$ cat src/rtl/rsa_uart_wrapper.sv
// rsa_uart_wrapper
// Avalon-MM master that sits between an RS232 UART and the RSA256 core.
// The UART status register is polled before every byte. The wrapper then
// receives the modulus N, the private key D and a stream of ciphertext
// blocks A, each 32 bytes and MSB byte first. Each block goes to the core.
// Each result is returned as 31 bytes, MSB first.
// N and D are kept until the next reset.
//
// Ports
//   i_clk, i_rst           clock, asynchronous active-high reset
//   avm_*                  Avalon-MM master (zero read latency, waitrequest stall)
//   o_core_start           one-cycle start pulse to the core
//   o_core_a/d/n           ciphertext / private key / modulus to the core
//   i_core_result          core result, latched on i_core_finished
//   i_core_finished        core done pulse (only honoured in S_WAIT_CALC)
//
// state        | meaning
// S_IDLE       | post-reset idle, no bus request
// S_QUERY_RX   | read status until an RX byte is available
// S_READ_RX    | read RX byte into N / D / A as selected by phase
// S_START      | pulse o_core_start
// S_WAIT_CALC  | wait for i_core_finished, latch result
// S_QUERY_TX   | read status until TX can accept a byte
// S_WRITE_TX   | write the top result byte to TX
module rsa_uart_wrapper #(
   parameter logic [4:0] RX_BASE     = 5'd0,
   parameter logic [4:0] TX_BASE     = 5'd1,
   parameter logic [4:0] STATUS_BASE = 5'd2,
   parameter int         RX_OK_BIT   = 7,
   parameter int         TX_OK_BIT   = 6,
   parameter int         IN_BYTES    = 32,
   parameter int         OUT_BYTES   = 31
) (
   input  logic         i_clk,
   input  logic         i_rst,
   output logic [4:0]   avm_address,
   output logic         avm_read,
   input  logic [31:0]  avm_readdata,
   output logic         avm_write,
   output logic [31:0]  avm_writedata,
   input  logic         avm_waitrequest,
   output logic         o_core_start,
   output logic [255:0] o_core_a,
   output logic [255:0] o_core_d,
   output logic [255:0] o_core_n,
   input  logic [255:0] i_core_result,
   input  logic         i_core_finished
);

   typedef enum logic [2:0] {
      S_IDLE, S_QUERY_RX, S_READ_RX, S_START, S_WAIT_CALC, S_QUERY_TX, S_WRITE_TX
   } state_t;

   typedef enum logic [1:0] {P_N, P_D, P_A} phase_t;

   localparam logic [4:0] IN_LAST  = 5'(IN_BYTES - 1);
   localparam logic [4:0] OUT_LAST = 5'(OUT_BYTES - 1);

   state_t         state_q, state_d;
   phase_t         phase_q, phase_d;
   logic [4:0]     cnt_q, cnt_d;
   logic [255:0]   n_q, n_d, d_q, d_d, a_q, a_d, res_q, res_d;

   // Only the low data byte and the two status flags are used. The top
   // result byte is always zero because the result is below N < 2^248.
   logic unused_bits;
   assign unused_bits = ^{avm_readdata, res_q[255:248]};

   always_ff @(posedge i_clk or posedge i_rst) begin
      if (i_rst) begin
         state_q <= S_IDLE;
         phase_q <= P_N;
         cnt_q   <= '0;
         n_q     <= '0;
         d_q     <= '0;
         a_q     <= '0;
         res_q   <= '0;
      end else begin
         state_q <= state_d;
         phase_q <= phase_d;
         cnt_q   <= cnt_d;
         n_q     <= n_d;
         d_q     <= d_d;
         a_q     <= a_d;
         res_q   <= res_d;
      end
   end

   always_comb begin
      state_d       = state_q;
      phase_d       = phase_q;
      cnt_d         = cnt_q;
      n_d           = n_q;
      d_d           = d_q;
      a_d           = a_q;
      res_d         = res_q;
      avm_read      = 1'b0;
      avm_write     = 1'b0;
      avm_address   = '0;
      avm_writedata = '0;
      o_core_start  = 1'b0;

      case (state_q)
         S_IDLE: state_d = S_QUERY_RX;

         S_QUERY_RX: begin
            avm_read    = 1'b1;
            avm_address = STATUS_BASE;
            if (!avm_waitrequest && avm_readdata[RX_OK_BIT])
               state_d = S_READ_RX;
         end

         S_READ_RX: begin
            avm_read    = 1'b1;
            avm_address = RX_BASE;
            if (!avm_waitrequest) begin
               case (phase_q)
                  P_N:     n_d = {n_q[247:0], avm_readdata[7:0]};
                  P_D:     d_d = {d_q[247:0], avm_readdata[7:0]};
                  default: a_d = {a_q[247:0], avm_readdata[7:0]};
               endcase
               state_d = S_QUERY_RX;
               if (cnt_q == IN_LAST) begin
                  cnt_d = '0;
                  case (phase_q)
                     P_N:     phase_d = P_D;
                     P_D:     phase_d = P_A;
                     default: state_d = S_START;
                  endcase
               end else begin
                  cnt_d = cnt_q + 5'd1;
               end
            end
         end

         S_START: begin
            o_core_start = 1'b1;
            state_d      = S_WAIT_CALC;
         end

         S_WAIT_CALC: begin
            if (i_core_finished) begin
               res_d   = i_core_result;
               cnt_d   = '0;
               state_d = S_QUERY_TX;
            end
         end

         S_QUERY_TX: begin
            avm_read    = 1'b1;
            avm_address = STATUS_BASE;
            if (!avm_waitrequest && avm_readdata[TX_OK_BIT])
               state_d = S_WRITE_TX;
         end

         S_WRITE_TX: begin
            avm_write     = 1'b1;
            avm_address   = TX_BASE;
            avm_writedata = {24'b0, res_q[247:240]};
            if (!avm_waitrequest) begin
               res_d = {res_q[247:0], 8'h00};
               if (cnt_q == OUT_LAST) begin
                  cnt_d   = '0;
                  state_d = S_QUERY_RX;
               end else begin
                  cnt_d   = cnt_q + 5'd1;
                  state_d = S_QUERY_TX;
               end
            end
         end

         default: state_d = S_IDLE;
      endcase
   end

   assign o_core_a = a_q;
   assign o_core_d = d_q;
   assign o_core_n = n_q;

endmodule

$ cat config.mk
export PLATFORM = sky130hd
export DESIGN_NAME = rsa_uart_wrapper
export DESIGN_NICKNAME = d
export VERILOG_FILES = /design/src/rtl/rsa_uart_wrapper.sv
export SDC_FILE = /design/constraint.sdc
export NUM_CORES = 2
export LEC_CHECK = 0
export ABC_AREA = 0
export BUFFER_PORTS_ARGS = -buffer_cell sky130_fd_sc_hd__buf_2
export CAP_MARGIN = 15
export CORE_AREA = 2 2 426 428
export DETAILED_ROUTE_END_ITERATION = 12
export DIE_AREA = 0 0 428 430
export HOLD_SLACK_MARGIN = 0.15
export PLACE_DENSITY = 0.42
export REMOVE_ABC_BUFFERS = 1
export SYNTH_ARGS = -nofsm -noshare
export SYNTH_HDL_FRONTEND = slang
export SYNTH_SLANG_ARGS = --single-unit
$ cat constraint.sdc
create_clock -name i_clk -period 119.8 [get_ports i_clk]
set_input_delay 35.94 -clock i_clk [delete_from_list [all_inputs] [get_ports i_clk]]
set_output_delay 35.94 -clock i_clk [all_outputs]
set_load 0.02 [all_outputs]
==> qor.txt <==
Warnings from Yosys: 0
CP Class: reg -> out
Die Wd: 428 microns
CTS max path bufs: 3
MaxCap Viol Count: 0
Tot GR Track Use: 13.56%
Initial DRC Count: 1246
TritonRoute pass-1 iters: 4
Tmin final: 38.90 ns
CP Data Required Time: 83.86 ns
First-pass GRT wire length: 186100 microns
Largest cells by area after synthesis: dfrtp_1, mux2_2, mux2i_1
RR Startpoint: state_q[1]$_DFFE_PP0P_
Startpoint types: flip-flop
Top_reg_cell synth: dfrtp_1
Core box area: 0.1798 sq mm
PostCTS Resize Cnt: 0
Antenna-violating nets left: 0
Fin. Hold Viols: 0
Hold crit path type: reg -> reg
Via count: 25630
Row Count: 156
Multi-input logic area: 0.01393 sq mm
Final setup TNS: 0 ns
Fmax: 25.71 MHz
I/O pin total: 1100
Tot Pwr: 0.8885 mW
Data arrival, critical path: 2.96 ns
# hold bufs at CTS: 0
FILL cells: 18650
Vias/cell: 4.076
Gate Count Post-Synth: 2782
CP max FO: 100
Final Max Slew Viols: 0
Initial Utilization: 22.85%
Share of layout cells above drive strength 1: 52.21%
Largest net degree at the start of global routing: 272
Most instantiated cells after synthesis: dfrtp_1, mux2_2, nand2_1, o21ai_0, mux2i_1
Routability cong.: 0.8393
Die footprint: 0.1840 sq mm
Clk slew on worst S/H paths: 0.06 ns
CP Capture Type: output pin
Flop and latch count out of synthesis: 1026
Leakage: 27.69 nW
CTS H-tree depth: 3
Slowest-stage cell, CP: dfrtp_1
Count leader, synth: dfrtp_1
CP max stage delay: 0.60 ns
Final HPWL DP: 93990 microns
Port bufs: 1040
Post-CTS Setup Bufs: 0
Worst-margin pin slew: 1.162 ns
Outcome: finished, final reports clean
Clk_lat worst skew: 0.77 ns
Number of global-route vias before repair: 25750
Final Cycle Share: 32.47%
Hold path start: res_q[146]$_DFFE_PP0P_
Synth area leader: dfrtp_1
Area delta synth->final: 27.13%
Crit path launch: state_q[1]$_DFFE_PP0P_
Top cell type's share of synthesized area: 62.49%
Mean post-synth cell area: 14.77 sq um
CP delay by family, top: simple AND/OR/NAND/NOR gates
Netlist Area Pre-Place: 0.04109 sq mm
Register area share after synthesis: 62.49%
Clk sinks: 1026
CTS tree: done
Grt ovf: 0
Worst VDD drop: 0.00001139 V
Initial antenna violation count: 50
CP Cell Sequence: and3b_4, buf_12, and2_1, buf_2
Register Area: 0.02567 sq mm
Max Clock Skew: 0.03641 ns
Post-synth EDFFs: 0
WL/cell: 20.42 microns
CTS Buf Count: 119
Final WL: 128400 microns
Final nets: 4092
Die Y: 430 microns
Setup-failing EPs final: 0
Synth cell types: 39
Rel. slew slack: 22.56%
Worst path bufs/invs: 2
PD cells: 17.01 mW/mm^2
Drt drc: 0
Root Driver: clkbuf_16
RSZ-0062 raised after global routing: no
Synth async-reset ratio: 100.0%
worst reg2reg max path: stages, from the launching register on:
cell and delay (ns):
dfrtp_1 0.53, nor2b_1 0.23, o21ai_4 0.13, buf_4 0.66, buf_4 0.96, buf_12 0.62, o21ai_0 0.60
cell usage in the layout (no fill, tap or decap), types with 22 or more instances in the layout:
master / Yosys / routed
diode_2: 0 / 24
o21ai_0: 244 / 244
clkbuf_16: 0 / 121
buf_2: 62 / 1040
mux2_2: 721 / 721
dfrtp_1: 1026 / 1026
mux2_4: 40 / 40
conb_1: 1 / 27
nand2_1: 244 / 242
clkbuf_1: 31 / 22
clkbuf_8: 0 / 36
mux2i_1: 241 / 241
cells by family after synthesis:
group / synth area share, %
DFF: 62.49
and+or+nand+nor: 2.729
muxes: 27.34
AOI/OAI and AO/OA: 3.368
buffers and inverters: 3.950
other: 0.009127
adders and majority gates: 0.09137
xor gates and xnor gates: 0.02132
power by group:
group	leakage (nW)	total, mW	internal, mW	switching (mW)
Sequential	14.0	0.414	0.389	0.0247
Combinational	11.7	0.0994	0.0390	0.0603
Clock	2.02	0.375	0.224	0.151
sequential cells by signal (all words and copies together), names as in the netlist:
register and count:
state_q 3, o_core_n 256, res_q 248, o_core_d 256
o_core_a 256, cnt_q 5, phase_q 2
cell type report:
class                   count  area share (%)
well taps                2370           5.677
multi-input cells        1580           26.67
clock inverters            39          0.9318
clock buffers             179           6.904
repair buffers           1066           10.51
flip-flops and latches   1026           49.15
diodes                     24          0.1150
inverters                   4         0.04312
final timing paths:
| path | slack [ns] | endpoint | cells past startpoint |
|---|---|---|---|
| min | 0.47 | res_q[146]$_DFFE_PP0P_ | 2 |
| min in group asynchronous | 35.27 | o_core_a[157]$_DFFE_PP0P_ | 2 |
| min reg2reg | 0.47 | res_q[146]$_DFFE_PP0P_ | 2 |
| max | 80.90 | avm_writedata[5] | 4 |
| max in group asynchronous | 81.03 | res_q[225]$_DFFE_PP0P_ | 6 |
| max reg2reg | 115.88 | res_q[231]$_DFFE_PP0P_ | 6 |
per-layer routing:
| metal | share of wire, % | vias up | routed length (microns) | GRT usage, % |
|---|---|---|---|---|
| met5 | 0.11 | - | 138 | 0.4163 |
| met3 | 7.2 | 238 | 9210 | 4.863 |
| met2 | 50 | 742 | 64140 | 22.81 |
| li1 | - | 11800 | - | - |
| met1 | 39 | 12840 | 50070 | 15.59 |
| met4 | 3.8 | 6 | 4845 | 5.494 |
stage by stage:
stage          instances  hold WS [ns]  worst slack, ns  area [sq um]  utilization, %
2_1_floorplan       2610        0.4418            54.99         39580               -
3_3_place_gp        6046        0.4601            79.91         48080           26.75
3_5_place_dp        6046        0.4671            79.85         48080           26.75
4_1_cts             6264        0.4809            80.73         52170           29.02
5_1_grt             6276        0.4960            80.40         52200           29.04
6_report            6288        0.4741            80.90         52230           29.06
No activity file was read; power rests on OpenSTA's default activity.
